### src/rtl/rs_array.sv
// rs_array: multi-entry reservation station in front of one functional unit.
// Entries capture operands from dispatch or from the CDB, and the oldest
// entry with both operands ready is offered to the FU. An age matrix keeps
// program order: age[i][j]=1 means entry i is older than entry j.
module rs_array #(
  parameter int NUM_ENTRIES = 4,
  parameter int XLEN        = 32,
  parameter int TAG_BITS    = 5,
  parameter int FUNC_BITS   = 5
) (
  input  logic                             clock,
  input  logic                             reset,
  input  logic                             flush,
  input  logic                             alloc_valid,
  output logic                             alloc_ready,
  input  logic [XLEN-1:0]                  alloc_opa,
  input  logic [XLEN-1:0]                  alloc_opb,
  input  logic                             alloc_opa_valid,
  input  logic                             alloc_opb_valid,
  input  logic [TAG_BITS-1:0]              alloc_opa_tag,
  input  logic [TAG_BITS-1:0]              alloc_opb_tag,
  input  logic [TAG_BITS-1:0]              alloc_rob_tag,
  input  logic [FUNC_BITS-1:0]             alloc_func,
  input  logic [XLEN-1:0]                  alloc_npc,
  input  logic                             alloc_rd_mem,
  input  logic                             alloc_wr_mem,
  input  logic                             cdb_valid,
  input  logic [TAG_BITS-1:0]              cdb_tag,
  input  logic [XLEN-1:0]                  cdb_data,
  output logic                             issue_valid,
  input  logic                             issue_ready,
  output logic [XLEN-1:0]                  issue_opa,
  output logic [XLEN-1:0]                  issue_opb,
  output logic [TAG_BITS-1:0]              issue_rob_tag,
  output logic [FUNC_BITS-1:0]             issue_func,
  output logic [XLEN-1:0]                  issue_npc,
  output logic                             issue_rd_mem,
  output logic                             issue_wr_mem,
  output logic [$clog2(NUM_ENTRIES+1)-1:0] free_count
);

  localparam int IW = $clog2(NUM_ENTRIES);
  localparam int CW = $clog2(NUM_ENTRIES+1);

  // Control state (reset)
  logic [NUM_ENTRIES-1:0] busy;
  logic [NUM_ENTRIES-1:0] age [NUM_ENTRIES];
  logic                   lock_vld;
  logic [IW-1:0]          lock_idx;

  // Entry payload (no reset; qualified by busy)
  logic [XLEN-1:0]      opa     [NUM_ENTRIES];
  logic [XLEN-1:0]      opb     [NUM_ENTRIES];
  logic                 opa_v   [NUM_ENTRIES];
  logic                 opb_v   [NUM_ENTRIES];
  logic [TAG_BITS-1:0]  opa_tag [NUM_ENTRIES];
  logic [TAG_BITS-1:0]  opb_tag [NUM_ENTRIES];
  logic [TAG_BITS-1:0]  rob_tag [NUM_ENTRIES];
  logic [FUNC_BITS-1:0] func    [NUM_ENTRIES];
  logic [XLEN-1:0]      npc     [NUM_ENTRIES];
  logic                 rd_mem  [NUM_ENTRIES];
  logic                 wr_mem  [NUM_ENTRIES];

  logic [NUM_ENTRIES-1:0] ready;
  logic [NUM_ENTRIES-1:0] pick;
  logic                   sel_valid;
  logic [IW-1:0]          sel_idx;
  logic [IW-1:0]          alloc_idx;
  logic                   alloc_fire;
  logic                   issue_fire;
  logic [CW-1:0]          free_cnt;

  // Oldest-ready select from registered state; a stalled choice stays locked
  always_comb begin
    ready     = '0;
    pick      = '0;
    sel_valid = 1'b0;
    sel_idx   = '0;
    for (int i = 0; i < NUM_ENTRIES; i++)
      ready[i] = busy[i] & opa_v[i] & opb_v[i];
    for (int i = 0; i < NUM_ENTRIES; i++) begin
      pick[i] = ready[i];
      for (int j = 0; j < NUM_ENTRIES; j++)
        if (j != i && ready[j] && !age[i][j]) pick[i] = 1'b0;
    end
    if (lock_vld) begin
      sel_valid = 1'b1;
      sel_idx   = lock_idx;
    end else begin
      sel_valid = |pick;
      for (int i = NUM_ENTRIES-1; i >= 0; i--)
        if (pick[i]) sel_idx = IW'(i);
    end
  end

  // Lowest free slot and free-entry count from registered busy bits
  always_comb begin
    alloc_idx = '0;
    free_cnt  = '0;
    for (int i = NUM_ENTRIES-1; i >= 0; i--)
      if (!busy[i]) alloc_idx = IW'(i);
    for (int i = 0; i < NUM_ENTRIES; i++)
      if (!busy[i]) free_cnt = free_cnt + CW'(1);
  end

  assign alloc_ready = ~&busy;
  assign free_count  = free_cnt;
  assign alloc_fire  = alloc_valid & alloc_ready & ~flush & ~reset;
  assign issue_fire  = sel_valid & issue_ready;

  assign issue_valid   = sel_valid;
  assign issue_opa     = sel_valid ? opa[sel_idx]     : '0;
  assign issue_opb     = sel_valid ? opb[sel_idx]     : '0;
  assign issue_rob_tag = sel_valid ? rob_tag[sel_idx] : '0;
  assign issue_func    = sel_valid ? func[sel_idx]    : '0;
  assign issue_npc     = sel_valid ? npc[sel_idx]     : '0;
  assign issue_rd_mem  = sel_valid & rd_mem[sel_idx];
  assign issue_wr_mem  = sel_valid & wr_mem[sel_idx];

  // Busy bits, age matrix and issue lock
  always_ff @(posedge clock) begin
    if (reset) begin
      busy     <= '0;
      lock_vld <= 1'b0;
      lock_idx <= '0;
      for (int i = 0; i < NUM_ENTRIES; i++) age[i] <= '0;
    end else if (flush) begin
      busy     <= '0;
      lock_vld <= 1'b0;
    end else begin
      if (issue_fire) busy[sel_idx] <= 1'b0;
      if (alloc_fire) begin
        busy[alloc_idx] <= 1'b1;
        // new entry is younger than everything currently held
        age[alloc_idx] <= '0;
        for (int j = 0; j < NUM_ENTRIES; j++)
          if (IW'(j) != alloc_idx) age[j][alloc_idx] <= 1'b1;
      end
      lock_vld <= sel_valid & ~issue_ready;
      lock_idx <= sel_idx;
    end
  end

  // Entry payload: allocation with CDB bypass, otherwise CDB wakeup
  always_ff @(posedge clock) begin
    for (int i = 0; i < NUM_ENTRIES; i++) begin
      if (alloc_fire && alloc_idx == IW'(i)) begin
        if (!alloc_opa_valid && cdb_valid && cdb_tag == alloc_opa_tag) begin
          opa[i]   <= cdb_data;
          opa_v[i] <= 1'b1;
        end else begin
          opa[i]   <= alloc_opa;
          opa_v[i] <= alloc_opa_valid;
        end
        if (!alloc_opb_valid && cdb_valid && cdb_tag == alloc_opb_tag) begin
          opb[i]   <= cdb_data;
          opb_v[i] <= 1'b1;
        end else begin
          opb[i]   <= alloc_opb;
          opb_v[i] <= alloc_opb_valid;
        end
        opa_tag[i] <= alloc_opa_tag;
        opb_tag[i] <= alloc_opb_tag;
        rob_tag[i] <= alloc_rob_tag;
        func[i]    <= alloc_func;
        npc[i]     <= alloc_npc;
        rd_mem[i]  <= alloc_rd_mem;
        wr_mem[i]  <= alloc_wr_mem;
      end else if (busy[i] && cdb_valid) begin
        if (!opa_v[i] && opa_tag[i] == cdb_tag) begin
          opa[i]   <= cdb_data;
          opa_v[i] <= 1'b1;
        end
        if (!opb_v[i] && opb_tag[i] == cdb_tag) begin
          opb[i]   <= cdb_data;
          opb_v[i] <= 1'b1;
        end
      end
    end
  end

endmodule
### config.mk
export PLATFORM = sky130hd
export DESIGN_NAME = rs_array
export DESIGN_NICKNAME = d
export VERILOG_FILES = /design/src/rtl/rs_array.sv
export SDC_FILE = /design/constraint.sdc
export NUM_CORES = 1
export LEC_CHECK = 0
export ABC_AREA = 1
export BUFFER_PORTS_ARGS = -buffer_cell sky130_fd_sc_hd__buf_2
export CORE_MARGIN = 2
export CORE_UTILIZATION = 53
export CTS_CLUSTER_DIAMETER = 100
export DETAILED_ROUTE_END_ITERATION = 10
export GPL_TIMING_DRIVEN = 0
export PLACE_DENSITY = 0.8
export SETUP_SLACK_MARGIN = 0.15
export SYNTH_ARGS = -nofsm -noshare
export SYNTH_HDL_FRONTEND = slang
export SYNTH_SLANG_ARGS = --single-unit
### constraint.sdc
create_clock -name clock -period 6.3 [get_ports clock]
set_input_delay 1.575 -clock clock [delete_from_list [all_inputs] [get_ports clock]]
set_output_delay 1.575 -clock clock [all_outputs]
set_load 0.02 [all_outputs]
== Yosys cells after proc, flatten, opt, wreduce, memory -nomap -nowiden ==
Memory sizes are Yosys's and may differ from the RTL's.
Index checks and enable logic that the tools add are counted.

* $add $sub $neg: 3
* Multipliers: 0
* Div/mod/pow operators: 0
* Magnitude comparators: 4
* Equality and inequality tests: 16
* Shifts and indexed selects: 0
* Mux-type cells: 252
* Bitwise gates (word level): 69
* Reduce and logical (&&, ||, !) cells: 83

{| class="wikitable"
|+ Operators with widths
! kind !! number
|-
| $mux W32 || 22
|-
| $mux W1 || 173
|-
| $reduce_or A32 Y1 || 3
|-
| $mux W5 || 14
|-
| $mux W2 || 30
|-
| $reduce_or A5 Y1 || 12
|-
| $eq A5 B5 Y1 || 10
|-
| $or A1 B1 Y1 || 48
|-
| $logic_and A1 B1 Y1 || 34
|-
| $mux W4 || 8
|-
| $logic_not A1 Y1 || 23
|-
| $and A1 B1 Y1 || 15
|-
| $add A3 B1 Y3 const B || 3
|-
| $mux W3 || 3
|-
| $lt A2 B3 Y1 const B || 2
|-
| $reduce_or A1 Y1 || 6
|-
| $and A4 B4 Y4 || 1
|-
| $demux W1 S2 || 2
|-
| $eq A2 B2 Y1 const B || 2
|-
| $ge A2 B1 Y1 const B || 2
|-
| $ne A2 B2 Y1 const A || 2
|-
| $not A4 Y4 || 1
|-
| $or A4 B4 Y4 || 1
|-
| $reduce_and A4 Y1 || 1
|-
| other kinds (7) || 9
|}

* Flip-flop bits (word level): 7
* Bits in latches: 0
* Bits in writable memories: 496
* Bits in read-only memories: 0
* Bits of input ports: 163
* Output and inout bits: 113
* Word-level logic and storage cells: 442
* Memories: 12

{| class="wikitable"
|+ Memory list
! name !! depth !! width !! rd ports !! clocked after Yosys merged registers in !! write ports !! RTL line !! source
|-
| npc || 4 || 32 || 1 || 0 || 1 || 60 || <nowiki>logic [XLEN-1:0] npc [NUM_ENTRIES];</nowiki>
|-
| opa || 4 || 32 || 1 || 0 || 4 || 52 || <nowiki>logic [XLEN-1:0] opa [NUM_ENTRIES];</nowiki>
|-
| opb || 4 || 32 || 1 || 0 || 4 || 53 || <nowiki>logic [XLEN-1:0] opb [NUM_ENTRIES];</nowiki>
|-
| func || 4 || 5 || 1 || 0 || 1 || 59 || <nowiki>logic [FUNC_BITS-1:0] func [NUM_ENTRIES];</nowiki>
|-
| opa_tag || 4 || 5 || 4 || 0 || 1 || 56 || <nowiki>logic [TAG_BITS-1:0] opa_tag [NUM_ENTRIES];</nowiki>
|-
| opb_tag || 4 || 5 || 4 || 0 || 1 || 57 || <nowiki>logic [TAG_BITS-1:0] opb_tag [NUM_ENTRIES];</nowiki>
|-
| 6 more memories || -- || -- || -- || -- || -- || -- ||
|}

== Depth between registers and ports, before layout ==
An unclocked memory read counts as a cell.

* Depth in word-level cells: 23
* Depth in mapped cells: 16
* Depth with buffers taken out: 12

== Worst setup path before layout ==
OpenSTA, ideal clock, no wires.

* Kind: input to register
* Start point: in cdb_tag[3]
* End point: mem opb[0][0], enable pin
* Library setup time: 0.515 ns
* Arrival: 5.575 ns
* Required time: 5.785 ns
* Slack: 0.210 ns
* Stages on the path: 6
* Cell sequence: inv_1 clkbuf_1 nor2_1 nor2_1 nand3_1 o41ai_1

{| class="wikitable"
|+ RTL lines
! what !! RTL line !! source
|-
| start: declaration || 28 || <nowiki>input logic [TAG_BITS-1:0] cdb_tag,</nowiki>
|-
| end: declaration || 53 ||
|}

== Worst setup path in the final report ==
* Start point: reg lock_vld
* End point: out issue_opb[0]

* Cells in the longest elaborated chain, start to end: 3
* Elaborated cells on any way between the ends: 4
* Classes of those cells: mux (3); memory (1)

{| class="wikitable"
|+ RTL lines
! what !! RTL line !! source
|-
| start: declaration || 48 || <nowiki>logic lock_vld;</nowiki>
|-
| start signal: assignment || 139 || <nowiki>lock_vld <= sel_valid & ~issue_ready;</nowiki>
|-
| $mux W2 || 86 || <nowiki>if (lock_vld) begin</nowiki>
|-
| $mem_v2 Z4 W32 || -- ||
|-
| $mux W32 * || 113 || <nowiki>assign issue_opb = sel_valid ? opb[sel_idx] : '0;</nowiki>
|-
| end: declaration || 33 || <nowiki>output logic [XLEN-1:0] issue_opb,</nowiki>
|}

Every way passes the cells marked *; elsewhere a longest branch is shown, timed or not.

==> results.yml <==
power:
  power_frac_clock: 0.423
  p_sw_mw: 1.52
  powerDensity_mw_per_mm2: 250
  power.share.switching: 0.220
  seq_power_share: 0.530
  p_leak_nw: 11.8
  vdd_drop_max_mv: 0.214
  pwr-share-comb: 0.047
  p_int_mw: 5.41
drt:
  vias_per_cell: 5.93
  wl_per_cell_um: 21.4
  dr.pass1.iters: 6
  drc: 0
  drt-initial-drc-count: 2915
  ant_nets: 0
  num_vias: 20600
  wirelength_um: 74500
die:
  placementRows: 77
  io_pins: 276
  fp.dieW_um: 217
  initial_core_util: 0.539
  coreArea_mm2: 0.0444
  die_h_um: 217
  dieArea_mm2: 0.0469
cells_and_area:
  nets: 3010
  stdcell_count: 3479
  layout_common_cells: "nand2_1, edfxtp_1, buf_2, nand3_1, o21ai_0"
  area_growth_pct: 15.8
  drive_above_1_share: 0.183
  n_fill_cell: 3547
  layout_commonest_cell: "nand2_1"
clocking:
  cts_buffers: 51
  cts_max_path_buffers: 3
  htreeDepth: 2
  cts.repair.resized: 0
  clk_pin_slew_ps: 60
  cts_tree: "built"
  root_buffer: "clkbuf_16"
  cts_hold_buf: 0
  clock-sinks: 499
  clk_latency_ps: 610
  cts_setup_buffers: 0
job:
  max_cap_viol_count: 0
timing:
  finalHoldViolCount: 0
  clock.fmax_mhz: 189
  fin_crit_ps: 5290
  finalCritPeriodShare: 0.839
  setup_viol: 0
  worstMarginPinSlew_ps: 1320
  holdWs_ps: 470
  skew_ps: 24.1
  setup_ws_ps: 1010
  relSlewSlack: 0.122
  rsz0062_at_grt: "false"
  maxSlewViolCount: 0
min_path:
  hp-class: "flop to flop"
place:
  hpwl_um: 49300
  gp_congestion: 0.922
  post-place-ws_ps: 1500
  placed_cells: 3382
  port_buffers: 239
synth:
  ys_ff_latch: 499
  ys_types: 41
  yosysSeqAreaShare: 0.617
  yosysWarnings: 0
  syn_area_mm2: 0.0239
  synth_fp_nets: 2702
  postSynthAreaPerCell_um2: 9.44
  syn_inst: 2536
critical_path:
  worstPathRequired_ps: 4720
  path_cells: "nand2_1 -> buf_2 -> clkbuf_1 -> clkbuf_1 -> nand3_1 -> nand2_1 -> nand2_1 -> a21oi_1 -> buf_2"
  crit_path_frequent_cell: "nand2_1"
  path_class: "flop to primary output"
  cpMaxStageDelayCell: "clkbuf_1"
  cp_num_buf_inv: 4
  cp_top_family: "buffers and inverters"
  arrival_ps: 3710
  crit_path_end_kind: "primary output"
  cpPeakStageDelay_ps: 790
  cp_max_fo: 10
  critPathLaunchType: "flop"
outcome:
  status: "finished clean"
global_route:
  grt-ovfl-total: 0
  antenna_found_initial: 7
  grt_pass1_wl_um: 111000
  grt_pass1_vias: 19600
  grt_usage: 0.312
  grt_start_max_net_pins: 63
flip-flops by register name (all words and copies together), names as in the netlist:
register  cells
npc         128
opa         128
opb         128
func         20
opa_tag      20
opb_tag      20
rob_tag      20
age          12
busy          4
opa_v         4
opb_v         4
rd_mem        4
wr_mem        4
lock_idx      2
lock_vld      1
routing by layer:
metal | GRT usage | vias up | wire, um
met4 | 0.152 | 6 | 3500
met1 | 0.403 | 9615 | 27100
met5 | 0 | - | 30
met2 | 0.501 | 1574 | 34700
met3 | 0.0668 | 232 | 9100
li1 | - | 9208 | -
synthesized netlist by cell type, drive strengths merged:
cell type    n  area [um^2]
nand2      984         3740
edfxtp     478        14400
o21ai      267         1340
nand3      243         1230
buf        148          847
a21oi      128          697
inv        110          413
clkbuf      49          186
nor2        34          138
xor2        22          193
dfxtp       21          420
nand4       11         68.8
xnor2        6         52.6
a211oi       5         37.5
nor3         5         30.0
o22ai        4         25.0
a221oi       3         26.3
clkinv       3         13.8
ha           3         37.5
or2          3         18.8
nor4         2         12.5
o31ai        2         15.0
o41ai        2         17.5
a22o         1         8.76
a41o         1         10.0
o211ai       1         7.51
worst paths after layout:
| check | endpoint | cells past startpoint | start | slack [ps] |
|---|---|---|---|---|
| setup reg to reg | opb[3][9] | 9 | busy[0] | 2380 |
| hold reg to reg | age[3][0] | 2 | age[3][0] | 470 |
| hold / removal | age[3][0] | 2 | age[3][0] | 470 |
| setup / recovery | issue_opb[0] | 9 | lock_vld | 1010 |
layout make-up:
type	instances	area [um^2]	area share
Multi-Input combinational cell	1727	7740	0.279
Inverter	113	432	0.0156
Buffer	197	1030	0.0373
Tap cell	592	741	0.0267
Clock inverter	25	190	0.00686
Sequential cell	499	14800	0.533
Timing Repair Buffer	255	1410	0.0509
Clock buffer	67	1390	0.0501
Antenna cell	4	10.0	0.000361
power by group through the flow:
stage,Clock [mW],Sequential (mW),Combinational [mW]
after floorplan,0,3.75,0.182
after global placement,0,3.75,0.292
after detailed placement,0,3.75,0.314
after CTS,2.93,3.68,0.317
after global routing,3.05,3.68,0.358
final,2.93,3.68,0.325
stage by stage:
stage | util | setup TNS, ps | power (mW) | cell area (um^2)
floorplan | - | 0 | 3.93 | 23900
global placement | 0.582 | -227110 | 4.04 | 25900
detailed placement | 0.588 | 0 | 4.06 | 26100
CTS | 0.623 | 0 | 6.92 | 27700
global route | 0.624 | 0 | 7.09 | 27700
finish | 0.624 | 0 | 6.93 | 27700
worst register-to-register path: cells and delay by family, from the launching register on:
kind | cells | cell delay, ps
compound gates | 1 | 140
simple gates | 4 | 1230
buf+inv | 3 | 1560
flops | 1 | 510
fa+ha+maj | 1 | 220
cell families after synthesis:
logic type	after synthesis	synth area share
and+or+nand+nor	1282	0.219
adders and majority gates	3	0.00157
AOI/OAI and AO/OA	414	0.0911
buffers and inverters	310	0.0610
DFF	499	0.617
xor gates and xnor gates	28	0.0102
Power figures use the tool's default switching activity.
